===== src/rtl/rst_seq_pkg.sv =====
// Shared types and width helpers for the reset sequencer.
// State encoding plus parameter-derived register widths.
package rst_seq_pkg;

    typedef enum logic [2:0] {
        ST_HOLD,
        ST_REL,
        ST_WAIT,
        ST_GAP,
        ST_DONE,
        ST_FAULT
    } state_e;

    function automatic int max3(input int a, input int b, input int c);
        int m;
        m = (a > b) ? a : b;
        return (m > c) ? m : c;
    endfunction

    function automatic int cnt_width(input int hold, input int gap, input int tmo);
        int w;
        w = $clog2(max3(hold, gap, tmo) + 1);
        return (w < 1) ? 1 : w;
    endfunction

    function automatic int idx_width(input int n);
        return (n > 1) ? $clog2(n) : 1;
    endfunction

endpackage


===== src/rtl/rst_sync.sv =====
// Reset synchronizer: asserts asynchronously, releases after STAGES clock edges.
// Output is active low and safe to use as a synchronous hold.
module rst_sync #(
    parameter int STAGES = 2
) (
    input  logic clk_i,
    input  logic rst_ni,
    output logic rst_no
);

    logic [STAGES-1:0] sync_q;

    always_ff @(posedge clk_i or negedge rst_ni) begin
        if (!rst_ni) begin
            sync_q <= '0;
        end else begin
            sync_q <= {sync_q[STAGES-2:0], 1'b1};
        end
    end

    assign rst_no = sync_q[STAGES-1];

endmodule


===== src/rtl/rst_seq_gen.sv =====
// Reset sequencer: releases CH_NUM resets in order, each gated by the
// previous channel's ready handshake, with a per-channel watchdog.
module rst_seq_gen
    import rst_seq_pkg::*;
#(
    parameter int CH_NUM      = 4,
    parameter int SYNC_STAGES = 2,
    parameter int HOLD_CYC    = 4,
    parameter int GAP_CYC     = 2,
    parameter int TIMEOUT_CYC = 10000
) (
    input  logic                             clk,
    input  logic                             rst_n,
    input  logic                             soft_rst,
    input  logic [CH_NUM-1:0]                ch_ready,
    output logic [CH_NUM-1:0]                ch_rst,
    output logic                             all_done,
    output logic                             fault,
    output logic [idx_width(CH_NUM)-1:0]     fault_ch
);

    localparam int CNT_W = cnt_width(HOLD_CYC, GAP_CYC, TIMEOUT_CYC);
    localparam int IDX_W = idx_width(CH_NUM);
    localparam bit WDOG_EN = (TIMEOUT_CYC != 0);
    localparam logic [CNT_W-1:0] CNT_MAX  = '1;
    localparam logic [CNT_W-1:0] HOLD_END = CNT_W'(HOLD_CYC - 1);
    localparam logic [CNT_W-1:0] GAP_END  = CNT_W'(GAP_CYC);
    localparam logic [CNT_W-1:0] TO_END   = CNT_W'(WDOG_EN ? TIMEOUT_CYC - 1 : 0);
    localparam logic [IDX_W-1:0] IDX_LAST = IDX_W'(CH_NUM - 1);

    state_e             state_q, state_d;
    logic [CNT_W-1:0]   cnt_q, cnt_d;
    logic [IDX_W-1:0]   idx_q, idx_d;
    logic [CH_NUM-1:0]  ch_rst_q, ch_rst_d;
    logic               all_done_q, all_done_d;
    logic               fault_q, fault_d;
    logic [IDX_W-1:0]   fault_ch_q, fault_ch_d;
    logic               sync_rst_n;
    logic               clr;
    logic               ready_cur;
    logic [CH_NUM-1:0]  idx_onehot;

    rst_sync #(
        .STAGES (SYNC_STAGES)
    ) u_rst_sync (
        .clk_i  (clk),
        .rst_ni (rst_n),
        .rst_no (sync_rst_n)
    );

    // Until the synchronizer releases, behave exactly like a soft restart.
    assign clr = soft_rst | ~sync_rst_n;

    always_comb begin
        idx_onehot = '0;
        ready_cur  = 1'b0;
        for (int i = 0; i < CH_NUM; i++) begin
            if (idx_q == IDX_W'(i)) begin
                idx_onehot[i] = 1'b1;
                ready_cur     = ch_ready[i];
            end
        end
    end

    always_ff @(posedge clk or negedge rst_n) begin
        if (!rst_n) begin
            state_q    <= ST_HOLD;
            cnt_q      <= '0;
            idx_q      <= '0;
            ch_rst_q   <= '1;
            all_done_q <= 1'b0;
            fault_q    <= 1'b0;
            fault_ch_q <= '0;
        end else begin
            state_q    <= state_d;
            cnt_q      <= cnt_d;
            idx_q      <= idx_d;
            ch_rst_q   <= ch_rst_d;
            all_done_q <= all_done_d;
            fault_q    <= fault_d;
            fault_ch_q <= fault_ch_d;
        end
    end

    always_comb begin
        state_d = state_q;
        idx_d   = idx_q;
        cnt_d   = (cnt_q == CNT_MAX) ? cnt_q : cnt_q + CNT_W'(1);
        unique case (state_q)
            ST_HOLD: begin
                if (cnt_q == HOLD_END) state_d = ST_REL;
            end
            ST_REL: begin
                state_d = ST_WAIT;
            end
            ST_WAIT: begin
                if (ready_cur) begin
                    state_d = (idx_q == IDX_LAST) ? ST_DONE : ST_GAP;
                end else if (WDOG_EN && cnt_q == TO_END) begin
                    state_d = ST_FAULT;
                end
            end
            ST_GAP: begin
                if (cnt_q == GAP_END) begin
                    state_d = ST_REL;
                    idx_d   = idx_q + IDX_W'(1);
                end
            end
            default: ;
        endcase
        if (state_d != state_q) cnt_d = '0;
        if (clr) begin
            state_d = ST_HOLD;
            cnt_d   = '0;
            idx_d   = '0;
        end
    end

    always_comb begin
        ch_rst_d   = ch_rst_q;
        all_done_d = 1'b0;
        fault_d    = 1'b0;
        fault_ch_d = fault_ch_q;
        unique case (state_q)
            ST_REL:   ch_rst_d = ch_rst_q & ~idx_onehot;
            ST_DONE:  all_done_d = 1'b1;
            ST_FAULT: begin
                ch_rst_d   = '1;
                fault_d    = 1'b1;
                fault_ch_d = idx_q;
            end
            default: ;
        endcase
        if (clr) begin
            ch_rst_d   = '1;
            all_done_d = 1'b0;
            fault_d    = 1'b0;
            fault_ch_d = '0;
        end
    end

    assign ch_rst   = ch_rst_q;
    assign all_done = all_done_q;
    assign fault    = fault_q;
    assign fault_ch = fault_ch_q;

endmodule


===== config.mk =====
export PLATFORM = sky130hd
export DESIGN_NAME = rst_seq_gen
export DESIGN_NICKNAME = d
export VERILOG_FILES = /design/src/rtl/rst_seq_pkg.sv /design/src/rtl/rst_sync.sv /design/src/rtl/rst_seq_gen.sv
export SDC_FILE = /design/constraint.sdc
export NUM_CORES = 1
export LEC_CHECK = 0
export BUFFER_PORTS_ARGS = -buffer_cell sky130_fd_sc_hd__buf_2
export CAP_MARGIN = 20
export CORE_MARGIN = 1
export CORE_UTILIZATION = 45
export DETAILED_ROUTE_END_ITERATION = 16
export GPL_TIMING_DRIVEN = 0
export HOLD_SLACK_MARGIN = 0.03
export PLACE_DENSITY = 0.62
export SLEW_MARGIN = 15
export SYNTH_ARGS = -nofsm -noshare
export SYNTH_HDL_FRONTEND = slang
export SYNTH_SLANG_ARGS = --single-unit

===== constraint.sdc =====
create_clock -name clk -period 2.5 [get_ports clk]
set_input_delay 0.25 -clock clk [delete_from_list [all_inputs] [get_ports clk]]
set_output_delay 0.25 -clock clk [all_outputs]
set_load 0.005 [all_outputs]

==> metrics.yaml <==
status: "finished, final reports clean"
dp_slack_ps: 175
path_class: "reg -> reg"
portBuffers: 14
clkSlewWorstSetupHoldPaths_ps: 70
final_cells: 250
wirelength_mm: 3.76
max_freq_mhz: 427
die_y_um: 63.7
dp.cells: 241
drc: 0
r2r-start: "cnt_q[1]"
core_area_sq_um: 3660
synth_flop_cell: "dfrtp_1"
maxSlewViolCount: 0
holdWs_ps: 315
syn_to_final_growth_pct: 14.0
yosysSeqAreaShare_pct: 42.6
r2r_setup_slack_ps: 160
final.period_utilization_pct: 93.6
tightest_slew_ps: 947
multi_input_area_sq_um: 917
track_usage_pct: 21.3
timing.rr.end: "cnt_q[13]"
grt_pass1_vias: 1382
yosys-top-cells-area: "dfrtp_1, dfstp_2, nor4_1"
n_fill_cell: 341
dp_hpwl_mm: 2.76
crit_required_ps: 2670
grt_overflow: 0
clk_latency_ps: 280
cts.path.max_buffers: 2
p_leak_nw: 0.822
synth_edf_count: 0
reg2reg_depth: 7
cts_tree: "built"
cts-root-buf: "clkbuf_8"
placed_cell_area_sq_um: 1850
avgSynthCellArea_sq_um: 9.58
dieWidth_um: 63.7
ys_ff_latch: 29
synth_common_cells: "dfrtp_1, nand2_1, nor4_1, inv_1, nor2_1"
synth_cell_types: 44
vias_per_cell: 5.82
arrival_ps: 2510
diodes: 0
wl_per_cell_um: 15.0
gp_congestion: 0.850
syn_area_sq_um: 1720
synth_most_common_cell: "dfrtp_1"
async_flop_share_pct: 100
hold_viol_final: 0
grt_max_degree: 30
path_max_fanout: 10
setup_violations: 0
powerDensity_nw_per_um2: 470
worstSetupEndpointType: "register"
cts_sinks: 29
synth_top_area_share_pct: 36.5
tns_ps: 0
yosys.area.top_type: "dfrtp_1"
antenna_found_initial: 0
drtIter0Drc: 120
initial_core_util_pct: 46.9
cap_violations: 0
nNetsFinal: 214
ant_nets: 0
synth_nets: 192
yosys_warnings: 0
vias: 1454
crit_start: "cnt_q[1]"
rows: 22
seqCellArea_sq_um: 731
grt_pass1_wl_mm: 6.51
cts_htree_levels: 2
setup.worst_path.end: "cnt_q[13]"
timing.final.ws_setup_ps: 160
rsz0062_at_grt: "false"
io_pins: 15
slew-limit-headroom_pct: 36.3
cts_setup_buffers: 0
min_period_ps: 2340
cts_made_buffers: 5
die_area_sq_um: 4060
fin_util_pct: 53.4
dr.pass1.iters: 4
finalPower_uw: 919
drive_gt1_share_pct: 20.3
startpoint_type: "register"
final_area_sq_um: 1960
postSynthCellCount: 179
ir_drop_mv: 0.317
fin_skew_ps: 1.64
hold_class: "in -> reg"
[state kept, by name, summed over array words and instances (netlist names)]
register	flops
idx_q	2
all_done	1
fault	1
state_q	3
ch_rst	4
cnt_q	14
fault_ch	2
u_rst_sync.sync_q	2
[power by group]
part	internal, mW	switching (mW)	total [mW]
clock	0.195	0.192	0.387
sequential	0.475	0.00484	0.479
combinational	0.0193	0.0341	0.0534
[cells by family (layout without fill, tap and decap cells)]
kind of cell / after synthesis / count (layout) / synth area share (%)
fa+ha+maj: 6 / 6 / 4.38
mux: 5 / 5 / 2.92
compound gates: 29 / 29 / 12.4
buf+inv: 16 / 39 / 4.45
other cells: 1 / 1 / 0.219
simple gates: 84 / 84 / 28.4
flops: 29 / 29 / 42.6
xor+xnor: 9 / 9 / 4.60
[final cells by class]
type,instances,area share (%)
Clock buffer,5,3.52
Buffer,5,1.79
Multi-Input combinational cell,134,46.9
Sequential cell,29,37.4
Timing Repair Buffer,15,4.09
Tap cell,48,3.07
Inverter,11,2.11
Clock inverter,3,1.15
[worst max-delay path, stage by stage (launching register included)]
cell,delay [ps]
dfrtp_1,410
ha_1,290
or3b_2,500
nor4_4,280
nor2_1,120
a21oi_2,310
buf_4,240
nor4_1,70
[cell usage in the layout, fill, tap and decap left out, drive strengths merged, types with 3 or more instances in the layout]
cell / synthesis / routed
ha: 6 / 6
nor2: 11 / 11
or4: 3 / 3
nand3: 7 / 7
inv: 11 / 11
a21oi: 9 / 9
a21o: 4 / 4
clkinvlp: 0 / 3
nand2: 17 / 17
o21ai: 6 / 6
nor4: 18 / 18
dfrtp: 25 / 25
nor3: 7 / 7
nand4: 7 / 7
dfstp: 4 / 4
mux2i: 5 / 5
clkbuf: 1 / 6
buf: 4 / 18
nor2b: 3 / 3
xnor2: 9 / 9
[timing repair]
| item | in CTS | in global routing |
|---|---|---|
| hold endpoints to repair | 25 | 0 |
| hold buffers | 1 | 0 |
| setup endpoints to repair | 0 | 5 |
| gates resized for setup | 0 | 1 |
[routing by layer]
layer	part of all wire, %	GRT usage (%)
met2	48	33.2
met3	4.6	4.64
met4	1.6	10.2
met5	0	0
met1	46	28.0
[how the worst min path moves through the flow]
stage	slack [ps]	end	start	cells after the start
after detailed placement	320	cnt_q[10]	rst_n	1
after floorplan	-50	all_done	rst_n	0
after global placement	310	cnt_q[10]	rst_n	1
final	310	state_q[2]	soft_rst	3
after global routing	340	state_q[0]	soft_rst	3
after CTS	310	state_q[2]	soft_rst	3
Power figures use the tool's default switching activity.
